===== src/rtl/cs_limb_resolver_if.sv =====
// cs_limb_resolver_if: column-in / limb-out handshake bundle (out_idx exists only with CS_LIMB_RESOLVER_IDX_EN)
interface cs_limb_resolver_if #(
   parameter int IN_W   = 23,
   parameter int LIMB_W = 17
);
   logic              in_valid, in_ready, in_last;
   logic [IN_W-1:0]   in_c, in_s;
   logic              out_valid, out_ready, out_last;
   logic [LIMB_W-1:0] out_limb;
`ifdef CS_LIMB_RESOLVER_IDX_EN
   logic [7:0]        out_idx;
   modport master (output in_valid, in_c, in_s, in_last, out_ready,
                   input  in_ready, out_valid, out_limb, out_last, out_idx);
   modport slave  (input  in_valid, in_c, in_s, in_last, out_ready,
                   output in_ready, out_valid, out_limb, out_last, out_idx);
`else
   modport master (output in_valid, in_c, in_s, in_last, out_ready,
                   input  in_ready, out_valid, out_limb, out_last);
   modport slave  (input  in_valid, in_c, in_s, in_last, out_ready,
                   output in_ready, out_valid, out_limb, out_last);
`endif
endinterface


===== src/rtl/cs_limb_resolver.sv =====
// cs_limb_resolver: resolves per-column carry-save pairs into a limb stream plus a flush limb (optional out_idx via CS_LIMB_RESOLVER_IDX_EN)
module cs_limb_resolver #(
   parameter int IN_W    = 23,
   parameter int LIMB_W  = 17,
   parameter int CARRY_W = 8
) (
   input logic              clk_sq,
   input logic              reset_sq,
   cs_limb_resolver_if.slave bus
);
   typedef enum logic {ACCUM, FLUSH} state_t;
   state_t            state, state_nx;
   logic [CARRY_W-1:0] carry, carry_nx;
   logic [IN_W+1:0]   sum;
   logic [LIMB_W-1:0] limb_nx;
   logic              slot_free, take, load, last_nx;
`ifdef CS_LIMB_RESOLVER_IDX_EN
   logic [7:0]        idx_cnt;
`endif
   assign slot_free   = !bus.out_valid || bus.out_ready;
   assign bus.in_ready = (state == ACCUM) && slot_free;
   assign take        = bus.in_valid && bus.in_ready;
   assign sum         = {2'b0, bus.in_c} + {2'b0, bus.in_s} + (IN_W+2)'(carry);
   // next state, next carry and the limb to load into the output slot
   always_comb begin
      state_nx = state;
      carry_nx = carry;
      load     = 1'b0;
      limb_nx  = sum[LIMB_W-1:0];
      last_nx  = 1'b0;
      if (take) begin
         load     = 1'b1;
         carry_nx = CARRY_W'(sum[IN_W+1:LIMB_W]);
         state_nx = bus.in_last ? FLUSH : ACCUM;
      end else if (state == FLUSH && slot_free) begin
         load     = 1'b1;
         limb_nx  = LIMB_W'(carry);
         last_nx  = 1'b1;
         carry_nx = '0;
         state_nx = ACCUM;
      end
   end
   // state, carry and output slot registers; a load overwrites a limb leaving this cycle
   always_ff @(posedge clk_sq) begin
      if (reset_sq) begin
         state         <= ACCUM;
         carry         <= '0;
         bus.out_valid <= 1'b0;
         bus.out_limb  <= '0;
         bus.out_last  <= 1'b0;
      end else begin
         state <= state_nx;
         carry <= carry_nx;
         if (load) begin
            bus.out_valid <= 1'b1;
            bus.out_limb  <= limb_nx;
            bus.out_last  <= last_nx;
         end else if (bus.out_ready) begin
            bus.out_valid <= 1'b0;
         end
      end
   end
`ifdef CS_LIMB_RESOLVER_IDX_EN
   // limb index within the product, restarting after the flush limb
   always_ff @(posedge clk_sq) begin
      if (reset_sq) begin
         idx_cnt     <= '0;
         bus.out_idx <= '0;
      end else if (load) begin
         bus.out_idx <= idx_cnt;
         idx_cnt     <= last_nx ? 8'd0 : idx_cnt + 8'd1;
      end
   end
`endif
endmodule


===== src/flat_wrapper.sv =====
// flat-port wrapper written by rule: the top's interface ports become plain ports
module cs_limb_resolver_flat 
#(
   parameter int IN_W    = 23,
   parameter int LIMB_W  = 17,
   parameter int CARRY_W = 8
)
  (clk_sq, reset_sq, bus_in_valid, bus_in_c, bus_in_s, bus_in_last, bus_out_ready, bus_in_ready, bus_out_valid, bus_out_limb, bus_out_last);
  cs_limb_resolver_if #(.IN_W(IN_W), .LIMB_W(LIMB_W)) bus_i ();
  input logic clk_sq;
  input logic reset_sq;
  input wire logic [$bits(bus_i.in_valid)-1:0] bus_in_valid;
  input wire logic [$bits(bus_i.in_c)-1:0] bus_in_c;
  input wire logic [$bits(bus_i.in_s)-1:0] bus_in_s;
  input wire logic [$bits(bus_i.in_last)-1:0] bus_in_last;
  input wire logic [$bits(bus_i.out_ready)-1:0] bus_out_ready;
  output wire logic [$bits(bus_i.in_ready)-1:0] bus_in_ready;
  output wire logic [$bits(bus_i.out_valid)-1:0] bus_out_valid;
  output wire logic [$bits(bus_i.out_limb)-1:0] bus_out_limb;
  output wire logic [$bits(bus_i.out_last)-1:0] bus_out_last;
  assign bus_i.in_valid = bus_in_valid;
  assign bus_i.in_c = bus_in_c;
  assign bus_i.in_s = bus_in_s;
  assign bus_i.in_last = bus_in_last;
  assign bus_i.out_ready = bus_out_ready;
  assign bus_in_ready = bus_i.in_ready;
  assign bus_out_valid = bus_i.out_valid;
  assign bus_out_limb = bus_i.out_limb;
  assign bus_out_last = bus_i.out_last;
  cs_limb_resolver #(.IN_W(IN_W), .LIMB_W(LIMB_W), .CARRY_W(CARRY_W)) u_core (.clk_sq(clk_sq), .reset_sq(reset_sq), .bus(bus_i));
endmodule

===== config.mk =====
export PLATFORM = sky130hd
export DESIGN_NAME = cs_limb_resolver_flat
export DESIGN_NICKNAME = d
export VERILOG_FILES = /design/src/rtl/cs_limb_resolver_if.sv /design/src/rtl/cs_limb_resolver.sv /design/src/flat_wrapper.sv
export SDC_FILE = /design/constraint.sdc
export NUM_CORES = 1
export LEC_CHECK = 0
export BUFFER_PORTS_ARGS = -buffer_cell sky130_fd_sc_hd__buf_2
export CAP_MARGIN = 20
export CORE_AREA = 2 2 75 77
export DETAILED_ROUTE_END_ITERATION = 8
export DIE_AREA = 0 0 77 79
export GPL_TIMING_DRIVEN = 0
export PLACE_DENSITY = 0.92
export SYNTH_ARGS = -nofsm -noshare
export SYNTH_HDL_FRONTEND = slang
export SYNTH_SLANG_ARGS = --single-unit

===== constraint.sdc =====
create_clock -name clk_sq -period 6.7 [get_ports clk_sq]
set_input_delay 0.67 -clock clk_sq [delete_from_list [all_inputs] [get_ports clk_sq]]
set_output_delay 0.67 -clock clk_sq [all_outputs]
set_load 0.005 [all_outputs]

# Word-level counts from Yosys, hierarchy flattened
# Index checks and enable logic that the tools add are counted.
[totals] reg_bits=28 wordCells=27 output_inout_bits=20
[classes] n_mux=12 n_reduce_logical=7 add_sub_neg=2 bitwise=1
[op_table] op="$mux W17" n=2
[op_table] op="$add A25 B8 Y25" n=1
[op_table] op="$add A23 B23 Y24" n=1
[op_table] op="$mux W8" n=2
[op_table] op="$mux W1" n=8
[op_table] op="$reduce_bool A2 Y1" n=2
[op_table] op="$logic_and A1 B1 Y1" n=3
[op_table] op="$logic_not A1 Y1" n=1
[op_table] op="$logic_or A1 B1 Y1" n=1
[op_table] op="$not A1 Y1" n=1

# Longest topological paths before layout
[logic_depth] word_depth=6 depth_mapped=16 mapped_depth_nobuf=16

# Least setup slack after synthesis
# No wires, ideal clock.
[synth_path] path_kind="in2reg" startpoint="in bus_in_s[4]" endpoint="reg u_core.carry[4]" stages=14 slack_ns=2.658 required_ns=6.638 t_arrival_ns=3.980 path_buffers=0 cell_sequence="ha_1 and2_4 a221oi_4 nand2_4 a21o_1 a21oi_1 xnor2_1 ha_1 nor2_1 a2111oi_4 nand4_4 or3_1 or4_1 nand3_1"
[synth_via] elab_chain_cells=3
[synth_rtl] element="from (decl)" line="flat_wrapper.sv:14" rtl="input wire logic [$bits(bus_i.in_s)-1:0] bus_in_s;"
[synth_rtl] element="$add A23 B23 Y24" line="cs_limb_resolver.sv:23" rtl="assign sum = {2'b0, bus.in_c} + {2'b0, bus.in_s} + (IN_W+2)'(carry);"
[synth_rtl] element="$add A25 B8 Y25" line="cs_limb_resolver.sv:23"
[synth_rtl] element="$mux W8" line="cs_limb_resolver.sv:31" rtl="if (take) begin"
[synth_rtl] element="to (signal assigned)" line="cs_limb_resolver.sv:53" rtl="carry <= carry_nx;"
[synth_rtl] element="to (decl)" line="cs_limb_resolver.sv:13" rtl="logic [CARRY_W-1:0] carry, carry_nx;"
# No other way between the ends.
# A chain may end at the register's enable or synchronous reset.

# Worst setup path in the final report
# Ends and elaborated chain as after synthesis.

==> results.txt <==
Cell Area, Synth: 0.003025 mm2
cell count after synthesis: 372
clock-pin slew on the worst setup and hold paths: 90 ps
Max Buffers Root-to-Sink: 2
worst r2r dst: u_core.carry[4]
vias in the first global route: 2705
crit path to: u_core.carry[4]
Layout Cells excl Fill: 517
# IOs: 71
Max Fclk: 0.2431 GHz
area growth from synthesis to layout: 15.92%
Die Height: 79 um
Worst EP arrival: 4330 ps
leakage: 1.581 nW
reg2reg start: u_core.carry[1]
Core ar.: 0.005338 mm2
Least-Margin Pin Slew: 603.6 ps
antenna violations before repair: 0
RSZ-0062 raised after global routing: false
peak supply drop: 0.07395 mV
sequential element share of the synthesized area: 18.53%
top post-synthesis cells by area: dfxtp_1 (19%), ha_1 (13%), xnor2_1 (5.5%)
Routed Antenna Nets: 0
r2r setup slk: 3760 ps
fin crit share: 61.39%
Final Setup Violations: 0
wire per inst: 14.06 um
Slew Limit Fails: 0
Sink Count: 28
first-pass GRT wire length: 12010 um
PortBufs: 70
placed cells: 514
Synth Flop Type: dfxtp_1
later-pin clock latency in the skew report: 270 ps
crit path kind: in -> reg
crit path time final: 4113 ps
drt first pass iters: 4
Yosys warning total: 0
Worst Setup SP: bus_in_s[4]
cts hold-fix bufs: 0
maximum number of pins on one net before global-route repair: 15
hpwl dp: 6018 um
Placer Congestion: 0.9059
GRT Total Usage: 23.62%
fin nets: 531
syn nets: 456
most common cell after layout, fill and taps aside: buf_2
postcts setup bufs: 0
async set-reset flop share out of synthesis: 0%
Synth area leader: dfxtp_1
flops & latches, synth: 28
TNS Setup: 0 ps
Relative slew margins: 59.61%
CTS Root Buffer Type: clkbuf_8
worst r2r path cells: 10
area share of the largest cell type after synthesis: 18.53%
final core occ: 65.71%
Hold Path Stages: 2
Antenna Cells: 0
Cell variety after synth: 67
Final Hold Viols: 0
CP startpoint kind: primary input
share of cells above drive strength 1: 23.82%
Pwr per Cell Area: 176.7 mW/mm2
worst min-delay path category: reg -> reg
total CTS buffers: 3
Initial Util: 56.68%
Die ar.: 0.006083 mm2
number of flops mapped to enable cells by yosys: 0
clk_skew: 2.089 ps
vias per std cell: 5.878
max cap viols: 0
vias: 3039
status: complete, no violations
die width: 77 um
# rows: 27
Crit path required time: 6920 ps
# resized after CTS: 0
H-Tree Depth: 1
residual DRC count: 0
GRT Residual Overflow: 0
Syn Area/Cell: 8.133 um2
CTS tree: yes
Tot Pwr: 0.6196 mW
most frequent cells in the layout: buf_2 (73), nand2_1 (39), nor2_1 (33), a21oi_1 (31), ha_1 (31)
drt first-iter violations: 217
final WL: 7269 um
CP Capture Type: flop
Max Fanout on Critical Path: 6
power breakdown:
| group | total (mW) | switching, mW | internal (mW) |
|---|---|---|---|
| Sequential | 0.200 | 0.0145 | 0.185 |
| Clock | 0.0901 | 0.0497 | 0.0404 |
| Combinational | 0.330 | 0.187 | 0.143 |
worst max-delay path, cell delays in order:
cell and delay (ps):
buf_2 100, ha_1 370, and2_4 190, a221oi_4 360, nand2_4 110, a21o_1 190, a21oi_1 160, xnor2_1 100
ha_1 370, nor2_1 90, a2111oi_4 460, nand4_4 190, or3_1 370, or4_1 520, nand3_1 90
synth_stat cells, types with 2 or more instances:
cell type / instances
nand2_1: 39
nor2_1: 33
a21oi_1: 31
ha_1: 31
dfxtp_1: 28
xnor2_1: 19
nand3_1: 16
a21o_1: 12
o21ai_0: 11
xor2_1: 10
a211oi_1: 8
inv_1: 8
nor3_1: 8
o211ai_1: 8
nand4_1: 7
and2_1: 6
nand2b_1: 6
a22oi_1: 5
o21ai_1: 5
a221oi_1: 4
clkbuf_1: 4
or3_1: 4
a211o_1: 3
a21o_2: 3
and3_1: 3
buf_2: 3
nor4_1: 3
o21bai_1: 3
xnor2_2: 3
a221oi_4: 2
a31oi_1: 2
and2_4: 2
buf_1: 2
buf_6: 2
fa_1: 2
nand3b_1: 2
nor2b_1: 2
o21a_1: 2
o31ai_1: 2
cell type report:
| type | instances | area, um2 |
|---|---|---|
| Multi-Input combinational cell | 324 | 2367 |
| Fill cell | 472 | 1831 |
| Sequential cell | 28 | 560.5 |
| Timing Repair Buffer | 70 | 350.3 |
| Tap cell | 72 | 90.09 |
| Buffer | 12 | 67.56 |
| Clock buffer | 3 | 41.29 |
| Inverter | 8 | 30.03 |
how the worst min path moves through the flow:
stage | start | endpoint
2_1_floorplan | u_core.bus.out_limb[16] | u_core.bus.out_limb[16]
3_3_place_gp | u_core.bus.out_limb[16] | u_core.bus.out_limb[16]
3_5_place_dp | u_core.bus.out_limb[16] | u_core.bus.out_limb[16]
4_1_cts | u_core.bus.out_limb[16] | u_core.bus.out_limb[16]
5_1_grt | u_core.bus.out_limb[16] | u_core.bus.out_limb[16]
6_report | u_core.bus.out_limb[16] | u_core.bus.out_limb[16]
flip-flops by register name (all words and copies together) (netlist names):
signal	count
u_core.bus.out_limb	17
u_core.carry	8
u_core.bus.out_last	1
u_core.bus.out_valid	1
u_core.state	1
layer usage:
layer  up-vias  share of wire (%)  track usage [%]  wire (um)
li1       1530                  -                -          -
met1      1389                 43            29.91       3121
met2       109                 51            43.86       3723
met3        11                4.9            1.818        358
met4         0               0.89            5.357         65
met5         -                  0                0          0
per-stage QoR:
stage | instance area [um2] | setup WS [ps] | hold slack, ps
after global placement | 3466 | 2365 | 432.8
after CTS | 3507 | 2571 | 447.6
final | 3507 | 2587 | 442.7
after floorplan | 3025 | 2658 | 441.9
after detailed placement | 3466 | 2290 | 435.3
after global routing | 3507 | 2341 | 475.7
cell families after synthesis:
family	synth area share [%]
compound gates	27.54
flops	18.53
simple gates	26.55
buf+inv	3.226
xor+xnor	10.01
fa+ha+maj	14.14
(Power assumes the default switching activity.)
